## src/rtl/fifo_rd_stream_if.sv

```systemverilog
// rtl/fifo_rd_stream_if.sv - valid/ready stream bundle carried out of fifo_rd_stream
interface fifo_rd_stream_if #(
  parameter int WIDTH = 16
);
  logic [WIDTH-1:0] m_data;
  logic             m_valid;
  logic             m_ready;

  modport master (output m_data, output m_valid, input m_ready);
  modport slave  (input m_data, input m_valid, output m_ready);
endinterface

```

## src/rtl/fifo_rd_stream.sv

```systemverilog
// rtl/fifo_rd_stream.sv - FIFO read stage: absorbs 1-cycle read latency, skid-buffers into a stream
// Optional build macro FIFO_RD_STREAM_STATS_EN adds saturating beat_cnt/stall_cnt outputs.
module fifo_rd_stream #(
  parameter int FIFO_WIDTH = 16,
  parameter int BUF_DEPTH  = 3
) (
  input  logic                  clk,
  input  logic                  rst,
  input  logic                  en,
  input  logic                  flush,
  output logic                  fifo_rd_en,
  input  logic [FIFO_WIDTH-1:0] fifo_data_out,
  input  logic                  fifo_empty,
  input  logic                  fifo_underflow,
  fifo_rd_stream_if.master      m,
  output logic                  busy,
  output logic                  err_underflow
`ifdef FIFO_RD_STREAM_STATS_EN
  ,
  output logic [31:0]           beat_cnt,
  output logic [31:0]           stall_cnt
`endif
);
  localparam int PTR_W = $clog2(BUF_DEPTH);
  localparam int OCC_W = $clog2(BUF_DEPTH + 1);

  typedef enum logic [1:0] {IDLE, RUN, FLUSH} state_t;

  state_t                state;
  state_t                state_nxt;
  logic [FIFO_WIDTH-1:0] buffer [BUF_DEPTH];
  logic [PTR_W-1:0]      head;
  logic [PTR_W-1:0]      tail;
  logic [OCC_W-1:0]      occ;
  logic                  inflight;
  logic [OCC_W:0]        level;
  logic                  capture;
  logic                  pop;

  function automatic logic [PTR_W-1:0] ptr_inc(input logic [PTR_W-1:0] p);
    return (p == PTR_W'(BUF_DEPTH - 1)) ? '0 : p + PTR_W'(1);
  endfunction

  // Issue only when buffered plus in-flight beats leave a guaranteed free slot,
  // so the read side never depends on m_ready.
  always_comb begin
    state_nxt  = state;
    fifo_rd_en = 1'b0;
    m.m_valid  = 1'b0;
    m.m_data   = buffer[head];
    capture    = 1'b0;
    pop        = 1'b0;
    level      = {1'b0, occ} + {{OCC_W{1'b0}}, inflight};

    if (flush) begin
      state_nxt = FLUSH;
    end else begin
      case (state)
        IDLE:    if (en)  state_nxt = RUN;
        RUN:     if (!en) state_nxt = IDLE;
        FLUSH:   state_nxt = IDLE;
        default: state_nxt = IDLE;
      endcase
    end

    fifo_rd_en = !rst && !flush && (state == RUN) && !fifo_empty &&
                 (level < (OCC_W + 1)'(BUF_DEPTH));
    m.m_valid  = (occ != '0) && (state != FLUSH) && !flush;
    capture    = inflight && (state != FLUSH) && !flush;
    pop        = m.m_valid && m.m_ready;
  end

  always_ff @(posedge clk) begin
    if (rst) begin
      state         <= IDLE;
      occ           <= '0;
      inflight      <= 1'b0;
      head          <= '0;
      tail          <= '0;
      err_underflow <= 1'b0;
      for (int i = 0; i < BUF_DEPTH; i++) buffer[i] <= '0;
    end else begin
      state    <= state_nxt;
      inflight <= fifo_rd_en;
      if (fifo_underflow) err_underflow <= 1'b1;
      if (flush) begin
        occ  <= '0;
        head <= tail;
      end else begin
        if (capture) begin
          buffer[tail] <= fifo_data_out;
          tail         <= ptr_inc(tail);
        end
        if (pop) head <= ptr_inc(head);
        case ({capture, pop})
          2'b10:   occ <= occ + OCC_W'(1);
          2'b01:   occ <= occ - OCC_W'(1);
          default: occ <= occ;
        endcase
      end
    end
  end

  assign busy = (occ != '0) || inflight || (state != IDLE);

`ifdef FIFO_RD_STREAM_STATS_EN
  always_ff @(posedge clk) begin
    if (rst) begin
      beat_cnt  <= '0;
      stall_cnt <= '0;
    end else begin
      if (pop && (beat_cnt != '1)) beat_cnt <= beat_cnt + 32'd1;
      if (m.m_valid && !m.m_ready && (stall_cnt != '1)) stall_cnt <= stall_cnt + 32'd1;
    end
  end
`endif
endmodule

```

## src/flat_wrapper.sv

```systemverilog
// flat-port wrapper written by rule: the top's interface ports become plain ports
module fifo_rd_stream_flat 
#(
  parameter int FIFO_WIDTH = 16,
  parameter int BUF_DEPTH  = 3
)
  (clk, rst, en, flush, fifo_rd_en, fifo_data_out, fifo_empty, fifo_underflow, busy, err_underflow, m_m_data, m_m_valid, m_m_ready);
  fifo_rd_stream_if #(.WIDTH((16))) m_i ();
  input  logic clk;
  input  logic rst;
  input  logic en;
  input  logic flush;
  output logic fifo_rd_en;
  input  logic [FIFO_WIDTH-1:0] fifo_data_out;
  input  logic fifo_empty;
  input  logic fifo_underflow;
  output logic busy;
  output logic err_underflow;
  output wire logic [$bits(m_i.m_data)-1:0] m_m_data;
  output wire logic [$bits(m_i.m_valid)-1:0] m_m_valid;
  input wire logic [$bits(m_i.m_ready)-1:0] m_m_ready;
  assign m_m_data = m_i.m_data;
  assign m_m_valid = m_i.m_valid;
  assign m_i.m_ready = m_m_ready;
  fifo_rd_stream #(.FIFO_WIDTH(FIFO_WIDTH), .BUF_DEPTH(BUF_DEPTH)) u_core (.clk(clk), .rst(rst), .en(en), .flush(flush), .fifo_rd_en(fifo_rd_en), .fifo_data_out(fifo_data_out), .fifo_empty(fifo_empty), .fifo_underflow(fifo_underflow), .m(m_i), .busy(busy), .err_underflow(err_underflow));
endmodule
```

## config.mk

```make
export PLATFORM = sky130hd
export DESIGN_NAME = fifo_rd_stream_flat
export DESIGN_NICKNAME = d
export VERILOG_FILES = /design/src/rtl/fifo_rd_stream_if.sv /design/src/rtl/fifo_rd_stream.sv /design/src/flat_wrapper.sv
export SDC_FILE = /design/constraint.sdc
export NUM_CORES = 1
export LEC_CHECK = 0
export ABC_AREA = 1
export BUFFER_PORTS_ARGS = -buffer_cell sky130_fd_sc_hd__buf_2
export CAP_MARGIN = 20
export CELL_PAD_IN_SITES_DETAIL_PLACEMENT = 1
export CELL_PAD_IN_SITES_GLOBAL_PLACEMENT = 1
export CORE_ASPECT_RATIO = 0.6
export CORE_MARGIN = 3
export CORE_UTILIZATION = 48
export DETAILED_ROUTE_END_ITERATION = 8
export PLACE_DENSITY_LB_ADDON = 0.12
export SYNTH_ARGS = -nofsm -noshare
export SYNTH_HDL_FRONTEND = slang
export SYNTH_SLANG_ARGS = --single-unit
export TNS_END_PERCENT = 30
```

## constraint.sdc

```tcl
create_clock -name clk -period 4.4 [get_ports clk]
set_input_delay 0 -clock clk [delete_from_list [all_inputs] [get_ports clk]]
set_output_delay 0 -clock clk [all_outputs]
set_load 0.005 [all_outputs]
```

==> flow_summary_export.csv, run 1 <==
group,metric,value,unit
yosys,ys_ff_latch,76,
global_route,grt_pass1_wl,13620,um
placed_design,place.detailed.instances,418,
yosys,synth_area_leaders,"edfxtp_1 59%, nor2_1 11%, dfxtp_1 7.4%",
clock_network,numCtsBuffers,9,
clock_network,h-tree-depth,3,
yosys,synth.distinct_cells,21,
clock_network,cts_tree,"done",
cells_and_area,final_net_count,392,
clock_network,worstSkewPairLatency,330,ps
run,drv_cap,0,
sta,max_slew.worst_pin.slew,991.8,ps
die,die_w,112.2,um
detailed_routing,wl_per_cell,18.52,um
sta,fin_tns_setup,0,ps
yosys,ys_seq_area_share,66.56,%
setup_path,crit_path_end_kind,"output port",
cells_and_area,design_area,4060,um^2
sta,grt_setup_unrepaired,"no",
yosys,synth_nets,327,
placed_design,place_ws,2305,ps
setup_path,cp.arrival,2260,ps
sta,period_minus_slack,2260,ps
placed_design,hpwl,4818,um
cells_and_area,finish.utilization,64.13,%
setup_path,reg2reg_depth,5,
global_route,antenna_found_initial,0,
clock_network,cts_resized,0,
sta,setup_ws,2140,ps
global_route,grt_max_degree,34,
setup_path,timing.rr.end,"u_core.buffer[1][5]",
yosys,postSynthCellCount,301,
power,peakVddDrop,0.2108,mV
cells_and_area,fin_cells,455,
setup_path,crit_type,"reg -> out",
setup_path,reg2reg_slack,2350,ps
sta,slew_headroom,33.81,%
global_route,grt_overflow,0,
setup_path,crit_path_start_kind,"flop",
clock_network,hold_buffers,21,
sta,fmax,0.4426,GHz
cells_and_area,diodes,0,
detailed_routing,vias,2449,
setup_path,cp.required,4400,ps
detailed_routing,firstDrtPassIters,4,
cells_and_area,syn_to_final_growth,25.00,%
yosys,synth.cell_area,3248,um^2
power,leakage,0.001690,uW
die,fp.coreArea,6331,um^2
setup_path,critPathCapture,"m_m_data[10]",
detailed_routing,drc,0,
die,die_area,7823,um^2
min_path,hold_path_class,"in -> reg",
sta,skew,7.680,ps
die,io_pins,43,
detailed_routing,drt-initial-drc-count,129,
clock_network,cts_setup_buffers,0,
sta,finalSetupViolations,0,
yosys,syn_avg_cell_area,10.79,um^2
detailed_routing,drt-vias-per-instance,5.382,
global_route,grt_usage,22.86,%
clock_network,cts-root-buf,"clkbuf_16",
placed_design,gp_congestion,0.7603,
placed_design,placed_cell_area,3521,um^2
clock_network,clk_pin_slew,60,ps
die,start_util,51.30,%
sta,final-hold-violation-count,0,
setup_path,cp_max_fo,33,
detailed_routing,postRouteAntennaNets,0,
sta,drv_slew,0,
yosys,yosysWarnings,0,
clock_network,cts.sinks,76,
status,status,"finished clean",
power,power_density,429.0,nW/um^2
die,num_rows,22,
setup_path,regToRegStartpoint,"u_core.state[1]",
placed_design,portBuffers,42,
detailed_routing,wl,8425,um
global_route,grt_pass1_vias,2616,
yosys,yosysTopAreaCell,"edfxtp_1",
sta,min_period_over_period,51.36,%
die,die-height,69.72,um
cells_and_area,drive_gt1_share,18.06,%
clock_network,cts.path.max_buffers,2,
yosys,yosys.area.top_type_share,59.17,%
[per-layer routing]
layer | track usage (%) | routed length, um
met2 | 38.61 | 4199
met4 | 6.800 | 114
met1 | 29.86 | 3574
met3 | 4.795 | 536
met5 | 0 | 0
[worst min-delay path by stage]
| stage | slack [ps] | to | cells after the start | start |
|---|---|---|---|---|
| floorplan | 30 | m_m_valid | 1 | flush |
| CTS | 1 | u_core.state[1] | 3 | flush |
| global placement | 190 | u_core.buffer[3][11] | 1 | fifo_data_out[11] |
| finish | 7 | u_core.state[1] | 3 | flush |
| detailed placement | 200 | u_core.buffer[3][14] | 1 | fifo_data_out[14] |
| global route | 20 | u_core.state[1] | 3 | flush |
[Yosys cell counts (all sizes together)]
master	instances
o21ai	35
nor3b	3
inv	30
ha	3
and2	1
edfxtp	64
nor4	1
clkbuf	8
buf	3
o22ai	16
nand3	9
a22oi	2
nor2	96
dfxtp	12
nand2	16
a21oi	2
[critical path, cell delays in order, from the launching register on]
cell and delay, ps:
dfxtp_1 300, buf_4 230, inv_1 770, o21ai_0 230, o22ai_1 220, buf_2 160
[cell type report]
cell class	count	area (um^2)
clock inverter	3	68.82
multi-input combinational	184	915.9
timing repair buffer	65	435.4
clock buffer	13	260.3
sequential	76	2162
tap	84	105.1
inverter	30	112.6
fill	688	2271
[per-stage QoR]
step / hold WS (ps) / total power (uW)
finish: 7.255 / 1742
detailed placement: 195.3 / 935.8
global placement: 190.3 / 931.8
CTS: 1.410 / 1750
floorplan: 31.10 / 880.0
global route: 21.73 / 1800
[report_power, final]
part           switching (uW)  total [uW]  leakage, uW  internal [uW]
Combinational            77.4         130     0.000796           52.1
Clock                     275         804     0.000160            529
Sequential               9.59         808     0.000734            799
Total                     362        1740      0.00169           1380
[cell usage in the layout (no fill, tap or decap)]
cell type      netlist  layout
nand2_1             15      15
clkinv_4             0       1
buf_2                0      42
dlygate4sd3_1        0      21
nor3b_1              3       3
inv_1               29      29
o21ai_0             35      35
nor4_2               0       1
nand3_4              4       4
nor2_1              94      94
o22ai_1             16      16
edfxtp_1            64      64
nand3_1              5       5
clkbuf_1             8       2
clkbuf_8             0       2
dfxtp_1             12      12
bufinv_16            0       2
inv_2                1       1
a22oi_1              2       2
nor2_2               1       1
and2_1               1       1
nand2_2              1       1
a21oi_1              2       2
buf_4                0       2
ha_1                 3       3
clkbuf_16            0       9
nor2_8               1       1
[registers in the layout, summed over array words and instances (netlist names), named ones only]
signal	count
u_core.buffer	64
u_core.err_underflow	1
u_core.head	2
u_core.inflight	1
u_core.occ	2
u_core.state	2
u_core.tail	2
[kinds of logic (layout without fill, tap and decap cells)]
family          count (synthesis)  in the layout  share of synthesized area, %
fa+ha+maj                       3              3                         1.156
simple gates                  126            126                         17.60
compound gates                 55             55                         9.245
buf+inv                        41            111                         5.431
flops                          76             76                         66.56
(Power assumes the default switching activity.)
==> run 2, diff against run 1 <==
Settings changed: CORE_UTILIZATION 48 to 40.
Clock period 4.4 ns to 1.9 ns, I/O delays scaled along.
==> flow_summary_export.csv, run 2 (synthesis gave the netlist of run 1 again) <==
group,metric,value,unit
setup_path,cp_max_fo,3,
placed_design,placed_cell_area,3665,um^2
detailed_routing,vias,2409,
die,fp.coreArea,7567,um^2
sta,drv_slew,0,
sta,setup_ws,149.8,ps
clock_network,h-tree-depth,3,
setup_path,regToRegStartpoint,"u_core.occ[1]",
min_path,min-delay-start,"flush",
detailed_routing,drc,0,
sta,grt_setup_unrepaired,"no",
detailed_routing,firstDrtPassIters,4,
sta,finalSetupViolations,0,
die,io_pins,43,
sta,skew,3.976,ps
cells_and_area,design_area,4161,um^2
min_path,hold_path_class,"in -> reg",
min_path,hold_path_end,"u_core.state[0]",
clock_network,clk_pin_slew,50,ps
global_route,grt_pass1_wl,13300,um
sta,hold_slack,101.9,ps
global_route,grt_max_degree,24,
cells_and_area,final_net_count,406,
setup_path,crit_path_start_kind,"flop",
power,p_total,3768,uW
detailed_routing,wl,8338,um
die,die-height,75.80,um
setup_path,cp.required,1900,ps
sta,period_minus_slack,1750,ps
detailed_routing,postRouteAntennaNets,0,
setup_path,crit_path_end_kind,"output port",
cells_and_area,regMostFlops,"u_core.buffer",
cells_and_area,final_cell_mix,"94 x nor2_1, 64 x edfxtp_1, 42 x buf_2, 35 x o21ai_0, 29 x inv_1",
die,die_area,9273,um^2
clock_network,cts_tree,"done",
sta,min_period_over_period,92.12,%
detailed_routing,drt-initial-drc-count,140,
setup_path,worstSetupStartpoint,"u_core.inflight",
setup_path,reg2reg_slack,270,ps
die,start_util,42.92,%
power,leakage,0.001739,uW
placed_design,place_ws,276.6,ps
setup_path,reg2reg_depth,8,
sta,fmax,0.5714,GHz
power,peakVddDrop,0.5348,mV
setup_path,crit_type,"reg -> out",
global_route,grt_overflow,0,
cells_and_area,diodes,0,
detailed_routing,wl_per_cell,17.05,um
power,power_density,905.4,nW/um^2
clock_network,cts_setup_buffers,0,
die,die_w,122.3,um
placed_design,gp_congestion,0.7707,
clock_network,worstSkewPairLatency,330,ps
sta,max_slew.worst_pin.slew,562.7,ps
clock_network,cts.sinks,76,
global_route,antenna_found_initial,0,
global_route,grt_pass1_vias,2531,
status,status,"finished clean",
placed_design,hpwl,5476,um
min_path,whs_path_depth,4,
sta,slew_headroom,62.45,%
clock_network,numCtsBuffers,9,
clock_network,cts.path.max_buffers,2,
clock_network,cts-root-buf,"clkbuf_16",
cells_and_area,syn_to_final_growth,28.12,%
sta,final-hold-violation-count,0,
setup_path,timing.rr.end,"u_core.occ[1]",
placed_design,portBuffers,42,
sta,fin_tns_setup,0,ps
cells_and_area,final_common_cell,"nor2_1",
cells_and_area,largest_reg_flops,64,
run,drv_cap,0,
setup_path,cp.arrival,1750,ps
detailed_routing,drt-vias-per-instance,4.926,
die,num_rows,24,
cells_and_area,drive_gt1_share,20.52,%
global_route,grt_usage,19.51,%
-- run 2: final cells by class --
cell class | count | area [um^2]
Fill cell | 852 | 3406
Sequential cell | 76 | 2163
Multi-Input combinational cell | 184 | 924.6
Timing Repair Buffer | 79 | 555.5
Clock buffer | 15 | 267.8
Tap cell | 104 | 130.1
Inverter | 30 | 112.6
Clock inverter | 1 | 7.507
-- run 2: how the worst max path moves through the flow --
stage                                to  depth (start not counted)
floorplan           u_core.buffer[0][0]                          7
finish                       fifo_rd_en                          5
detailed placement        u_core.occ[1]                          8
global route                 fifo_rd_en                          5
CTS                         m_m_data[8]                          5
global placement          u_core.occ[1]                          8
-- run 2: report_power, final --
group	switching (uW)	internal, uW	leakage (uW)
Sequential	21.9	1850	0.000734
Combinational	183	139	0.000874
Clock	618	957	0.000130
-- run 2: layer usage --
metal	up-vias	part of all wire, %	track usage [%]
met2	41	44	29.93
met5	-	0	0
li1	1180	-	-
met1	1178	51	27.26
met3	10	3.8	5.415
met4	0	1.2	6.203
-- run 2: worst max-delay path: stages (launching register included) --
cell	delay (ps)
dfxtp_1	360
ha_1	230
ha_1	290
a21oi_1	170
nor3b_1	220
buf_2	150
-- run 2: what timing repair did --
item                                    in CTS  in global routing
endpoints found under the setup margin       0                  3
resized for setup                            0                  1
hold buffers                                22                  0
endpoints found under the hold margin       20                  0
-- run 2: per-stage QoR --
stage          utilization (%)  instances
6_report                 54.99        489
3_3_place_gp             48.43        451
3_5_place_dp             48.43        451
4_1_cts                  54.98        489
5_1_grt                  54.99        489
2_1_floorplan                -        301
